===== config.mk =====
export PLATFORM = sky130hd
export DESIGN_NAME = sat_counter
export DESIGN_NICKNAME = d
export VERILOG_FILES = /design/src/rtl/sat_counter.sv
export SDC_FILE = /design/constraint.sdc
export NUM_CORES = 1
export LEC_CHECK = 0
export ABC_AREA = 1
export ABC_CLOCK_PERIOD_IN_PS = 1740
export BUFFER_PORTS_ARGS = -buffer_cell sky130_fd_sc_hd__buf_2
export CORE_ASPECT_RATIO = 0.75
export CORE_MARGIN = 2
export CORE_UTILIZATION = 45
export CTS_CLUSTER_SIZE = 14
export DETAILED_ROUTE_END_ITERATION = 8
export GPL_ROUTABILITY_DRIVEN = 0
export GPL_TIMING_DRIVEN = 0
export PLACE_DENSITY = 0.67
export SLEW_MARGIN = 15
export SYNTH_ARGS = -nofsm -noshare
export SYNTH_HDL_FRONTEND = slang
export SYNTH_SLANG_ARGS = --single-unit

===== constraint.sdc =====
create_clock -name clk -period 1.74 [get_ports clk]
set_clock_uncertainty 0.05 [all_clocks]
set_input_delay 0 -clock clk [delete_from_list [all_inputs] [get_ports clk]]
set_output_delay 0 -clock clk [all_outputs]
set_load 0.01 [all_outputs]

===== src/rtl/sat_counter.sv =====
// Saturating up-counter with synchronous clear; clear together with inc yields 1.
module sat_counter #(
  parameter int unsigned CNT_W = 16
) (
  input  logic             clk,
  input  logic             rst_n,
  input  logic             inc,
  input  logic             clear,
  output logic [CNT_W-1:0] count
);

  always_ff @(posedge clk or negedge rst_n) begin
    if (!rst_n) begin
      count <= '0;
    end else if (clear) begin
      count <= inc ? CNT_W'(1) : '0;
    end else if (inc && (count != '1)) begin
      count <= count + CNT_W'(1);
    end
  end

endmodule


==> impl_metrics.json, run 1 <==
{
  "fmax_mhz": 612,
  "synthFlopType": "dfrtp_1",
  "arrival_ns": 1.78,
  "hold_ws_ns": 0.0140,
  "fin_cells": 203,
  "cts_buffer_depth": 2,
  "period_minus_slack_ns": 1.63,
  "dr.first_iter.drc_count": 84,
  "required_ns": 1.88,
  "port_buffers": 19,
  "tritoncts": "yes",
  "vias": 1091,
  "overflow": 0,
  "wire_per_inst_um": 14.0,
  "die_h_um": 45.3,
  "path_class": "register to register",
  "startpoint_type": "register",
  "top_register": "count",
  "wl_met2_um": 1340,
  "p_leak_nw": 0.643,
  "worstReg2RegStart": "count[0]",
  "hpwl_um": 1920,
  "async_flop_share_pct": 100,
  "nets": 186,
  "yosys.area.top_type": "dfrtp_1",
  "drt_pass1_iterations": 4,
  "crit-reg2reg-capture": "count[10]",
  "start_util_pct": 49.4,
  "drc": 0,
  "synth_common_cells": "52 x nand2_1, 21 x nor2_1, 16 x dfrtp_1",
  "clk_latency_ns": 0.30,
  "cts.sinks": 16,
  "htree_levels": 1,
  "clk_pin_slew_ns": 0.10,
  "syn_nets": 154,
  "pin_count": 20,
  "synthTopCellsByArea": "dfrtp_1 39%, nand2_1 19%, nor2_1 7.7%",
  "min-delay-start": "inc",
  "synth.most_common_cell": "nand2_1",
  "placedCellCount": 192,
  "die_w_um": 59,
  "dieArea_sq_um": 2670,
  "antenna_found_initial": 0,
  "worst_slew_pin_slew_ns": 0.527,
  "fin_util_pct": 60.7,
  "synthDistinctLibCells": 24,
  "vdd_drop_max_mv": 0.360,
  "ys_ff_latch": 16,
  "drive_above_1_share_pct": 22.3,
  "grt.total_usage_pct": 23.1,
  "routed_wl_um": 2830,
  "min_path_type": "primary input to register",
  "netlist_area_sq_um": 1020,
  "worstRegToRegCells": 9,
  "cts_root_buf": "clkbuf_4",
  "synth_top_area_share_pct": 39.2,
  "yosysWarnings": 0,
  "largest_register_ffs": 16,
  "reg2reg_slack_ns": 0.11,
  "route.met3.wl_um": 155,
  "grt_pass1_vias": 966,
  "worst_hold_path.endpoint": "count[12]",
  "synthesis.area_per_instance_sq_um": 6.85,
  "top_regs": "count x16",
  "p_per_area_nw_per_um2": 555,
  "max_cap_viol_count": 0,
  "area_growth_pct": 22.8,
  "status": "finished, final reports clean",
  "crit_fanout": 10,
  "grt_pass1_wl_um": 4490,
  "max_slew_margin_pct": 64.8,
  "final.period_utilization_pct": 93.9,
  "core-area_sq_um": 2070,
  "antenna_cells": 0,
  "final-max-slew-violation-count": 0,
  "synth_edf_count": 0,
  "cp-end-kind": "register",
  "std_cell_rows": 14,
  "wl_met1_um": 1310,
  "grt_max_degree": 17,
  "dr.max_layer_used": "met4",
  "whs_path_depth": 4,
  "detail-route-antenna-nets": 0,
  "seq_area_frac_synth_pct": 39.2,
  "synthCells": 149,
  "numCtsBuffers": 3,
  "hold_viol": 0,
  "vias_per_cell": 5.37,
  "finalSetupViolations": 0
}
-- cell type report --
type / count / area (sq um)
fill: 194 / 813
multi-input combinational: 116 / 566
sequential: 16 / 400
timing repair buffer: 27 / 160
inverter: 14 / 52.6
tap: 24 / 30.0
clock buffer: 3 / 22.5
buffer: 3 / 22.5
-- cells in the final DEF, fill, tap and decap left out --
master and instances:
nand4_1 6, buf_2 19, o21bai_1 3, nand3_1 14
nand2_1 51, o21ai_2 1, o21ai_0 2, nor3_1 1
nor2_4 3, dfrtp_1 16, ha_2 1, buf_4 7
nor2_2 1, clkinv_1 1, dlygate4sd3_1 2, nand2_4 1
nand3b_1 1, clkbuf_4 3, buf_1 1, a21boi_1 1
inv_1 12, buf_6 1, nand2_2 2, o21ai_1 1
a21oi_1 4, xnor2_1 3, inv_2 1, nor2_1 20
-- critical path, cell delays in order, from the launching register on --
cell     delay, ns
dfrtp_1       0.38
ha_2          0.20
nand2_2       0.09
nor2_4        0.19
nand2_4       0.09
nor2_4        0.13
nor2_2        0.06
buf_4         0.17
nand4_1       0.09
nand2_1       0.06
-- logic make-up after synthesis --
logic type	Yosys count	synth area share, %
AOI/OAI and AO/OA	12	7.23
xor gates and xnor gates	3	2.57
adders and majority gates	1	1.23
buffers and inverters	17	7.11
DFF	16	39.2
and+or+nand+nor	100	42.6
-- stage by stage --
step / power [mW] / setup WS, ns / setup TNS, ns / cell area [sq um]
2_1_floorplan: 0.438 / 0.168 / 0 / 1020
5_1_grt: 0.724 / -0.00417 / -0.00684 / 1250
3_5_place_dp: 0.472 / -0.0774 / -0.585 / 1150
4_1_cts: 0.693 / 0.0520 / 0 / 1220
6_report: 0.696 / 0.106 / 0 / 1250
3_3_place_gp: 0.469 / 0.00493 / 0 / 1150
-- repair_timing --
item,CTS,global route
pin swaps,1,1
hold endpoints to repair,17,0
endpoints found under the setup margin,12,14
buffers inserted,3,3
hold buffers,2,0
gates resized for setup,2,4
-- how the worst max path moves through the flow --
stage | from | to | slack, ns
finish | count[0] | count[10] | 0.11
global placement | count[0] | count[8] | 0.005
detailed placement | count[0] | count[10] | -0.08
floorplan | count[1] | count[6] | 0.17
CTS | count[0] | count[4] | 0.05
global route | count[0] | count[7] | -0.004
-- where the power goes --
part | switching [mW] | internal [mW]
sequential | 0.00955 | 0.380
combinational | 0.0565 | 0.0402
clock | 0.129 | 0.0808
total | 0.195 | 0.501
-- per-layer routing --
metal  vias to the layer above  global-route usage (%)
met5                         -                       0
met4                         0                    10.9
met3                         4                    6.30
met2                        38                    35.3
met1                       512                    30.5
li1                        537                       -
(Power assumes the default switching activity.)
==> run 2: changes to the inputs <==
--- a/config.mk
+++ b/config.mk
@@ -9,7 +9,6 @@
 export ABC_CLOCK_PERIOD_IN_PS = 1740
 export BUFFER_PORTS_ARGS = -buffer_cell sky130_fd_sc_hd__buf_2
 export CORE_ASPECT_RATIO = 0.75
-export CORE_MARGIN = 2
 export CORE_UTILIZATION = 45
 export CTS_CLUSTER_SIZE = 14
 export DETAILED_ROUTE_END_ITERATION = 8
==> run 2 against run 1 <==
  * The run now ends with DRC left
  * Sequential power hardly changed
  * Sequential share of layout area decreased by 0.064 points
  * Die area shrank 7.7%
  * Design area increased by 0.20%
  * First-iteration DRC count decreased by 36%
  * Critical path depth is 1 higher
  * Power rose by 6.7%
  * Worst setup slack improved by 0.034 ns
  * Utilization up 0.12 points
  * Hold slack got worse by 0.0061 ns
  * Register-to-register slack better by 0.03 ns
  * Non-clock buffer count fell by 2
  * Critical path type unchanged
  * Highest routed layer unchanged
==> impl_metrics.json, run 2 (same netlist as run 1, synthesis figures left out) <==
{
  "std_cell_rows": 14,
  "min_path_type": "primary input to register",
  "port_buffers": 19,
  "fin_cells": 202,
  "hpwl_um": 1880,
  "antenna_found_initial": 0,
  "slowest_stage": "dfrtp_1",
  "violations": "DRC",
  "finalSetupViolations": 0,
  "top_register": "count",
  "p_per_area_nw_per_um2": 591,
  "overflow": 0,
  "final-max-slew-violation-count": 0,
  "htree_levels": 1,
  "final_common_cell": "nand2_1",
  "final.period_utilization_pct": 91.9,
  "required_ns": 1.93,
  "vias": 1049,
  "drive_above_1_share_pct": 21.9,
  "cp_cell_sequence": "ha_2 -> nand2_2 -> nor2_4 -> nand2_4 -> nor2_4 -> o21ai_2 -> inv_2 -> buf_6 -> nand2_1 -> nand2_1",
  "routed_wl_um": 2600,
  "die_h_um": 43.3,
  "fmax_mhz": 625,
  "nets": 184,
  "slowest_delay_ns": 0.38,
  "grt.total_usage_pct": 23.2,
  "clk_latency_ns": 0.30,
  "drt_pass1_iterations": 6,
  "grt_max_degree": 17,
  "dr.first_iter.drc_count": 54,
  "clk_pin_slew_ns": 0.10,
  "top_regs": "count x16",
  "cts.sinks": 16,
  "p_leak_nw": 0.641,
  "max_cap_viol_count": 0,
  "area_growth_pct": 23.0,
  "numCtsBuffers": 3,
  "layout_common_cells": "51 x nand2_1, 20 x nor2_1, 19 x buf_2",
  "drc": 6,
  "period_minus_slack_ns": 1.60,
  "antenna_cells": 0,
  "fill_cells": 186,
  "largest_register_ffs": 16,
  "grt_pass1_vias": 969,
  "status": "finished with violations",
  "wire_per_inst_um": 12.9,
  "max_slew_margin_pct": 66.8,
  "worst_slew_pin_slew_ns": 0.499,
  "arrival_ns": 1.79,
  "detail-route-antenna-nets": 0,
  "core-area_sq_um": 2070,
  "cts_buffer_depth": 2,
  "pin_count": 20,
  "startpoint_type": "register",
  "placedCellCount": 192,
  "crit_fanout": 10,
  "vdd_drop_max_mv": 0.371,
  "vias_per_cell": 5.19,
  "die_w_um": 57,
  "start_util_pct": 49.4,
  "path_class": "register to register",
  "grt_pass1_wl_um": 4290,
  "cts_root_buf": "clkbuf_4",
  "hold_ws_ns": 0.00787,
  "cp-end-kind": "register",
  "hold_viol": 0,
  "tritoncts": "yes",
  "dieArea_sq_um": 2470,
  "fin_setup_tns_ns": 0
}
==> run 2: path summary, 6_finish.rpt <==
| path | to | cells after the start | from | slack (ns) |
|---|---|---|---|---|
| worst max-delay path | count[4] | 10 | count[1] | 0.14 |
| worst min-delay path | count[12] | 4 | inc | 0.008 |
| worst max register to register | count[4] | 10 | count[1] | 0.14 |
| worst min register to register | count[9] | 2 | count[9] | 0.50 |
| max in group asynchronous | count[13] | 2 | rst_n | 1.28 |
| min in group asynchronous | count[7] | 2 | rst_n | 0.09 |
==> run 2: routing by layer <==
| metal | wire length (um) | up-vias | GRT usage [%] |
|---|---|---|---|
| li1 | - | 531 | - |
| met1 | 1240 | 486 | 31.6 |
| met2 | 1190 | 28 | 35.3 |
| met3 | 137 | 4 | 7.01 |
| met4 | 31 | 0 | 6.83 |
| met5 | 0 | - | 0 |
==> run 2: area by class of cell <==
type / instances / area, sq um / share of cell area, %
plain buffers: 3 / 26.3 / 2.09
clock buffers: 4 / 36.3 / 2.89
inverters: 14 / 52.6 / 4.18
multi-input cells: 116 / 566 / 45.0
flip-flops and latches: 16 / 400 / 31.9
well taps: 24 / 30.0 / 2.39
repair buffers: 25 / 145 / 11.6
==> run 2: worst max-delay path: cells and delay by family, from the launching register on <==
kind / cells / cell delay [ns]
adder cells (fa/ha/maj): 1 / 0.20
flip-flops: 1 / 0.38
AO/OA/AOI/OAI: 1 / 0.09
AND/OR/NAND/NOR: 6 / 0.60
buffers and inverters: 2 / 0.21
==> run 2: power breakdown <==
group / switching (mW) / total, mW / internal (mW)
logic: 0.0550 / 0.0930 / 0.0381
clock network: 0.133 / 0.261 / 0.128
registers: 0.00906 / 0.389 / 0.380
total: 0.197 / 0.742 / 0.546
==> run 2: stage by stage <==
| step | util, % | total power [mW] | setup WS (ns) | cell area (sq um) |
|---|---|---|---|---|
| final | 60.8 | 0.742 | 0.141 | 1260 |
| after global routing | 60.8 | 0.773 | -0.00689 | 1260 |
| after CTS | 59.5 | 0.746 | 0.0452 | 1230 |
| after detailed placement | 55.4 | 0.472 | -0.0653 | 1150 |
| after global placement | 55.4 | 0.468 | 0.00816 | 1150 |
| after floorplan | - | 0.438 | 0.168 | 1020 |
==> run 2: what timing repair did <==
item                                   in CTS  in global routing
setup endpoints to repair                  12                 14
pin swaps                                   1                  1
resized for setup                           2                  5
gates cloned                                0                  0
endpoints found under the hold margin      17                  0
hold buffers                                2                  0
buffers inserted                            3                  1
